$ cat src/rtl/seq_alu.sv
// Handshaked sequential ALU: single-cycle logic/add/sub, shift-add multiply over WIDTH cycles.
// Optional build macro SEQ_ALU_SATURATE_EN clamps add/mul overflow and sub borrow.
module seq_alu #(
  parameter int WIDTH = 8
) (
  input  logic             clk,
  input  logic             rst_n,
  input  logic             in_valid,
  output logic             in_ready,
  input  logic [3:0]       op,
  input  logic [WIDTH-1:0] a,
  input  logic [WIDTH-1:0] b,
  output logic             out_valid,
  input  logic             out_ready,
  output logic [WIDTH-1:0] result,
  output logic             carry,
  output logic             zero,
  output logic [1:0]       state_dbg
);

`ifdef SEQ_ALU_SATURATE_EN
  localparam bit SAT = 1'b1;
`else
  localparam bit SAT = 1'b0;
`endif

  localparam int CW = (WIDTH > 2) ? $clog2(WIDTH) : 1;

  typedef enum logic [1:0] {
    IDLE = 2'd0,
    MUL  = 2'd1,
    DONE = 2'd2
  } state_t;

  state_t state, state_n;

  logic [2*WIDTH-1:0] mcand;
  logic [WIDTH-1:0]   mplier;
  logic [2*WIDTH-1:0] acc;
  logic [2*WIDTH-1:0] acc_next;
  logic [CW-1:0]      cnt;
  logic               last_iter;

  logic [WIDTH:0]     sum_w;
  logic [WIDTH:0]     dif_w;
  logic [WIDTH-1:0]   alu_res;
  logic               alu_c;
  logic [WIDTH-1:0]   mul_res;
  logic               mul_c;

  // Handshake: a transfer happens on a rising edge where valid && ready are both high;
  // in_ready is high only in IDLE, out_valid only in DONE, so accept and hand-off never share an edge.
  assign in_ready  = (state == IDLE);
  assign out_valid = (state == DONE);
  assign state_dbg = state;

  assign last_iter = (cnt == CW'(WIDTH - 1));
  assign acc_next  = mplier[0] ? (acc + mcand) : acc;

  always_ff @(posedge clk or negedge rst_n) begin
    if (!rst_n) state <= IDLE;
    else        state <= state_n;
  end

  always_comb begin
    state_n = state;
    case (state)
      IDLE:    if (in_valid) state_n = (op == 4'd1) ? MUL : DONE;
      MUL:     if (last_iter) state_n = DONE;
      DONE:    if (out_ready) state_n = IDLE;
      default: state_n = IDLE;
    endcase
  end

  always_comb begin
    sum_w   = {1'b0, a} + {1'b0, b};
    dif_w   = {1'b0, a} + {1'b0, ~b} + {{WIDTH{1'b0}}, 1'b1};
    alu_res = a;
    alu_c   = 1'b0;
    case (op)
      4'd0: begin
        alu_res = sum_w[WIDTH-1:0];
        alu_c   = sum_w[WIDTH];
        if (SAT && alu_c) alu_res = '1;
      end
      4'd2: alu_res = a & b;
      4'd3: alu_res = a | b;
      4'd4: alu_res = ~a;
      4'd5: begin
        alu_res = dif_w[WIDTH-1:0];
        alu_c   = dif_w[WIDTH];
        // Carry low means a borrow occurred, so the saturated result is zero.
        if (SAT && !alu_c) alu_res = '0;
      end
      default: alu_res = a;
    endcase
  end

  always_comb begin
    mul_res = acc_next[WIDTH-1:0];
    mul_c   = |acc_next[2*WIDTH-1:WIDTH];
    if (SAT && mul_c) mul_res = '1;
  end

  // The final iteration folds its partial product straight into the registered result.
  always_ff @(posedge clk or negedge rst_n) begin
    if (!rst_n) begin
      result <= '0;
      carry  <= 1'b0;
      zero   <= 1'b0;
      mcand  <= '0;
      mplier <= '0;
      acc    <= '0;
      cnt    <= '0;
    end else begin
      case (state)
        IDLE: begin
          if (in_valid) begin
            if (op == 4'd1) begin
              mcand  <= {{WIDTH{1'b0}}, a};
              mplier <= b;
              acc    <= '0;
              cnt    <= '0;
            end else begin
              result <= alu_res;
              carry  <= alu_c;
              zero   <= (alu_res == '0);
            end
          end
        end
        MUL: begin
          if (last_iter) begin
            result <= mul_res;
            carry  <= mul_c;
            zero   <= (mul_res == '0);
          end else begin
            acc    <= acc_next;
            mcand  <= mcand << 1;
            mplier <= mplier >> 1;
            cnt    <= cnt + CW'(1);
          end
        end
        default: ;
      endcase
    end
  end

endmodule

$ cat config.mk
export PLATFORM = sky130hd
export DESIGN_NAME = seq_alu
export DESIGN_NICKNAME = d
export VERILOG_FILES = /design/src/rtl/seq_alu.sv
export SDC_FILE = /design/constraint.sdc
export NUM_CORES = 1
export LEC_CHECK = 0
export ABC_AREA = 1
export CORE_ASPECT_RATIO = 0.75
export CORE_MARGIN = 1.5
export CORE_UTILIZATION = 39
export CTS_CLUSTER_SIZE = 20
export DETAILED_ROUTE_END_ITERATION = 6
export DONT_BUFFER_PORTS = 1
export PLACE_DENSITY = 0.55
export SYNTH_ARGS = -nofsm -noshare
export SYNTH_HDL_FRONTEND = slang
export SYNTH_SLANG_ARGS = --single-unit
export TNS_END_PERCENT = 20
$ cat constraint.sdc
create_clock -name clk -period 4.7 [get_ports clk]
set_clock_uncertainty 0.1 [all_clocks]
set_input_delay 0.94 -clock clk [delete_from_list [all_inputs] [get_ports clk]]
set_output_delay 0.94 -clock clk [all_outputs]
set_load 0.01 [all_outputs]
Yosys cells after proc, flatten, opt, wreduce, memory -nomap -nowiden

Index checks and enable logic that the tools add are counted.

Eq/ne operators: 14
Reduce and logical (&&, ||, !) cells: 9
$add $sub $neg: 5
Bitwise gates (word level): 4
Mux-type cells: 36

Operators by type and width:

| kind                  | number |
|---|---|
| $mux W16              | 7 |
| $pmux W16 S2          | 2 |
| $mux W8               | 6 |
| $pmux W8 S5           | 1 |
| $pmux W8 S2           | 2 |
| $add A8 B8 Y9         | 2 |
| $add A16 B16 Y16      | 1 |
| $logic_not A8 Y1      | 2 |
| $not A8 Y8            | 2 |
| $add A9 B1 Y9 const B | 1 |
| $mux W3               | 3 |
| $and A8 B8 Y8         | 1 |
| $eq A4 B2 Y1 const B  | 2 |
| $eq A4 B3 Y1 const B  | 2 |
| $mux W2               | 4 |
| $ne A2 B2 Y1 const B  | 4 |
| $or A8 B8 Y8          | 1 |
| $reduce_and A4 Y1     | 2 |
| $reduce_or A8 Y1      | 1 |
| $mux W1               | 6 |
| $pmux W1 S2           | 3 |
| $pmux W2 S3           | 1 |
| $pmux W3 S2           | 1 |
| $eq A4 B1 Y1 const B  | 1 |
| other kinds (9)       | 10 |

Register bits after elaboration: 55
Logic and storage cells: 76
Output and inout port bits: 14

Depth between registers and ports, before layout

Depth after elaboration: 8
Gate-level depth with buffers: 17

Worst setup path after synthesis

No wires, ideal clock.

Kind: input to register
Start point: in a[0]
End point: reg zero
Stages: 10
Data required time: 4.523 ns
Buffers on the path: 0
Setup time: 0.077 ns
Data arrival time: 2.443 ns
Path slack: 2.080 ns
Cells stage by stage: ha_1 -> fa_1 -> or2_2 -> nand3_1 -> nand3_1 -> nor2_1 -> nand3_1 -> nor2_1 -> nand4_1 -> a21oi_1

Longest elaborated chain between the ends: 7

RTL lines:

| what                 | line | RTL |
|---|---|---|
| start, declared      | 11   | `input logic [WIDTH-1:0] a,` |
| $add A8 B8 Y9        | 77   | `dif_w = {1'b0, a} + {1'b0, ~b} + {{WIDTH{1'b0}}, 1'b1};` |
| $add A9 B1 Y9        | 77   |  |
| $pmux W8 S5 *        | 80   | `case (op)` |
| $logic_not A8 Y1 *   | 127  | `zero <= (alu_res == '0);` |
| $mux W1 *            | 119  | `if (op == 4'd1) begin` |
| $mux W1 *            | 118  | `if (in_valid) begin` |
| $pmux W1 S2 *        | 116  | `case (state)` |
| end signal, assigned | 127  |  |
| end signal, assigned | 135  | `zero <= (mul_res == '0);` |
| end, declared        | 17   | `output logic zero,` |

Every way passes the cells marked *; elsewhere a longest branch is shown, timed or not. The select of a mux whose other input is x is not followed.
A chain may end at the register's enable or synchronous reset.

Final worst setup path

Start point: in op[3]
End point: reg mcand[4]

Longest elaborated chain between the ends: 3

RTL lines:

| what                               | line | RTL |
|---|---|---|
| start, declared                    | 10   | `input logic [3:0] op,` |
| $eq A4 B1 Y1                       | 119  |  |
| $ne A2 B1 Y1 (no source line)      | --   |  |
| $reduce_and A4 Y1 (no source line) | --   |  |
| end signal, assigned               | 120  | `mcand <= {{WIDTH{1'b0}}, a};` |
| end signal, assigned               | 138  | `mcand <= mcand << 1;` |
| end, declared                      | 37   | `logic [2*WIDTH-1:0] mcand;` |

Every way passes these cells.

==> metrics.cfg <==
[outcome]
status = complete, no violations

[sta]
finalMaxSlewViolations = 0
setup_ws_ps = 1730
fmax_mhz = 336
setup_tns_ps = 0
setup_viol = 0
final.period_utilization_pct = 63.2
final_hold_viol_count = 0
rsz0062_at_grt = false
maxSlewHeadroom_pct = 36.7
max_slew.worst_pin.slew_ps = 944
min_period_ps = 2970

[routing]
routedWlPerCell_um = 16.1
via_per_inst = 5.23
first_pass_iters = 5
ant_nets = 0
vias = 4632
wl_mm = 14.2
drc_errors = 0
drt_iter0_markers = 353

[yosys]
synth-seq-cells = 55
synth_cell_type_count = 36
yosysTopAreaCell = dfrtp_1
syn_area_per_cell_um2 = 6.49
syn_nets = 803
yosysWarnings = 0
synthTopCellsByArea = dfrtp_1 29%, nand2_1 17%, ha_1 11%, inv_1 10%, nand3_1 7.5%
yosysSeqAreaShare_pct = 28.8
yosysTopAreaCellShare_pct = 28.8
syn_inst = 735
netlist_area_um2 = 4770

[cells_and_area]
layout_commonest_cell = nand2_1
seq_area_um2 = 1380
fillers = 1265
area_growth_pct = 5.87
drive_gt1_share_pct = 2.63
fin_cells = 885
fin_nets = 791
insertedDiodeCount = 0
multiInputGateArea_um2 = 2810
final_cell_mix = 216 x nand2_1, 131 x inv_1, 72 x nand3_1

[setup_path]
worstPathMaxFanout = 46
path_cells = nor2_1, nand4_1, nor2_1, nor2_2, inv_2, o211ai_1, o21ai_0
cp-end-kind = flop
arrival_ps = 3080
slowest_delay_ps = 590
r2r_cells = 7
required_ps = 4810
worst_path_most_repeated_cell = nor2_1
slowest_stage = nor2_1
worst_setup_path_start_kind = primary input
worstSetupPathType = in -> reg

[clock_tree]
cts_resized = 0
clk_latency_ps = 310
post-cts-setup-buffer-count = 0
cts_buffers = 5
hold_buffers = 0
clkSinkCount = 55
clkTransAtPathRegs_ps = 80
htree_levels = 2
clk_path_buf_depth = 2
cts_tree = built
clockRootBuffer = clkbuf_16

[power]
power_leakage_nw = 2.73
peakVddDrop_uv = 298
power_density_nw_per_um2 = 588

[place]
place_ws_ps = 1440
dp_hpwl_mm = 10.9
port_buffers = 0
dp_cells = 878
gp_congestion = 0.897

[global_route]
grt_max_degree = 56
grt_pass1_wl_mm = 23.5
overflow = 0
grtUsageTotal_pct = 23.8
first_global_vias = 4351
antenna_found_initial = 0

[die]
initial_utilization_pct = 40.7
die_h_um = 98.8
std_cell_rows = 34
ios = 38
die_width_um = 131
die_area_um2 = 12900
core-area_um2 = 11700

[hold_path]
worst_hold_path_type = in -> async

[job]
cap_viol_max_count = 0

[critical path, delay by kind of cell]
kind,cells,cell delay [ps]
compound gates,2,300
buf+inv,1,590
simple gates,4,1250
[cells in the mapped netlist]
| master | instances |
|---|---|
| a21oi_1 | 21 |
| and3_1 | 1 |
| nor2_1 | 50 |
| nor2_2 | 3 |
| o211ai_1 | 14 |
| o22ai_1 | 18 |
| nand3_1 | 72 |
| nand3b_1 | 4 |
| and2_1 | 2 |
| nand2b_1 | 1 |
| clkinv_1 | 1 |
| nand4_1 | 12 |
| buf_4 | 1 |
| or2_2 | 2 |
| a22o_1 | 4 |
| o31ai_1 | 2 |
| clkbuf_1 | 5 |
| o21ai_0 | 49 |
| nor3_1 | 2 |
| nand2_1 | 216 |
| inv_2 | 2 |
| a21boi_0 | 1 |
| o21ai_2 | 1 |
| xor2_1 | 1 |
| buf_2 | 11 |
| a31oi_1 | 1 |
| inv_1 | 131 |
| nor2_4 | 1 |
| xnor2_1 | 1 |
| dfrtp_1 | 55 |
| buf_1 | 2 |
| ha_1 | 41 |
| nand2_2 | 2 |
| nand4_2 | 1 |
| fa_1 | 3 |
| a21o_1 | 1 |
[cell type report]
| class | count | area share (%) |
|---|---|---|
| multi-input combinational | 527 | 55.5 |
| sequential | 55 | 27.2 |
| inverter | 134 | 9.95 |
| tap | 162 | 4.01 |
| clock buffer | 5 | 2.48 |
| clock inverter | 2 | 0.817 |
[per-stage QoR]
stage / hold WS, ps / instance area [µm²] / total power, W / util [%]
final: 225 / 5050 / 0.00297 / 43.0
after global routing: 211 / 5050 / 0.00330 / 43.0
after CTS: 219 / 5050 / 0.00296 / 43.0
after detailed placement: 399 / 4890 / 0.00250 / 41.6
after global placement: 392 / 4890 / 0.00248 / 41.6
after floorplan: 368 / 4770 / 0.00208 / -
[report_power, final]
part | switching (W) | internal, W
combinational | 0.00106 | 0.000555
clock | 0.000188 | 0.000253
sequential | 0.000221 | 0.000693
[worst paths after layout]
kind,start,endpoint,slack [ps]
max in group asynchronous,rst_n,mcand[13]$_DFFE_PN0P_,4170
min in group clk,mcand[15]$_DFFE_PN0P_,mcand[15]$_DFFE_PN0P_,420
worst min-delay path,rst_n,result[2]$_DFFE_PN0P_,230
worst max register to register,state_dbg[0]$_DFFE_PN0P_,result[6]$_DFFE_PN0P_,1810
worst max-delay path,op[3],mcand[4]$_DFFE_PN0P_,1730
worst min register to register,mcand[15]$_DFFE_PN0P_,mcand[15]$_DFFE_PN0P_,420
[cell families after synthesis]
family	Yosys count	share of synthesized area, %
AO/OA/AOI/OAI	112	13.6
buffers and inverters	153	12.4
flip-flops	55	28.8
AND/OR/NAND/NOR	369	32.8
adder cells (fa/ha/maj)	44	12.0
XOR/XNOR	2	0.367
[flip-flops by register name, summed over array words and instances (netlist names)]
| name | cells |
|---|---|
| acc | 16 |
| mcand | 16 |
| mplier | 8 |
| result | 8 |
| cnt | 3 |
| state_dbg | 2 |
| carry | 1 |
| zero | 1 |
[per-layer routing]
metal | GRT usage (%) | share of wire [%] | vias to the layer above | wire length [µm]
met1 | 39.4 | 54 | 2150 | 7680
met2 | 31.4 | 38 | 142 | 5380
met5 | 0 | 0 | - | 0
li1 | - | - | 2330 | -
met3 | 4.67 | 7.3 | 10 | 1040
met4 | 4.31 | 0.83 | 0 | 118
Note: power is estimated with default switching activity, not from simulation.
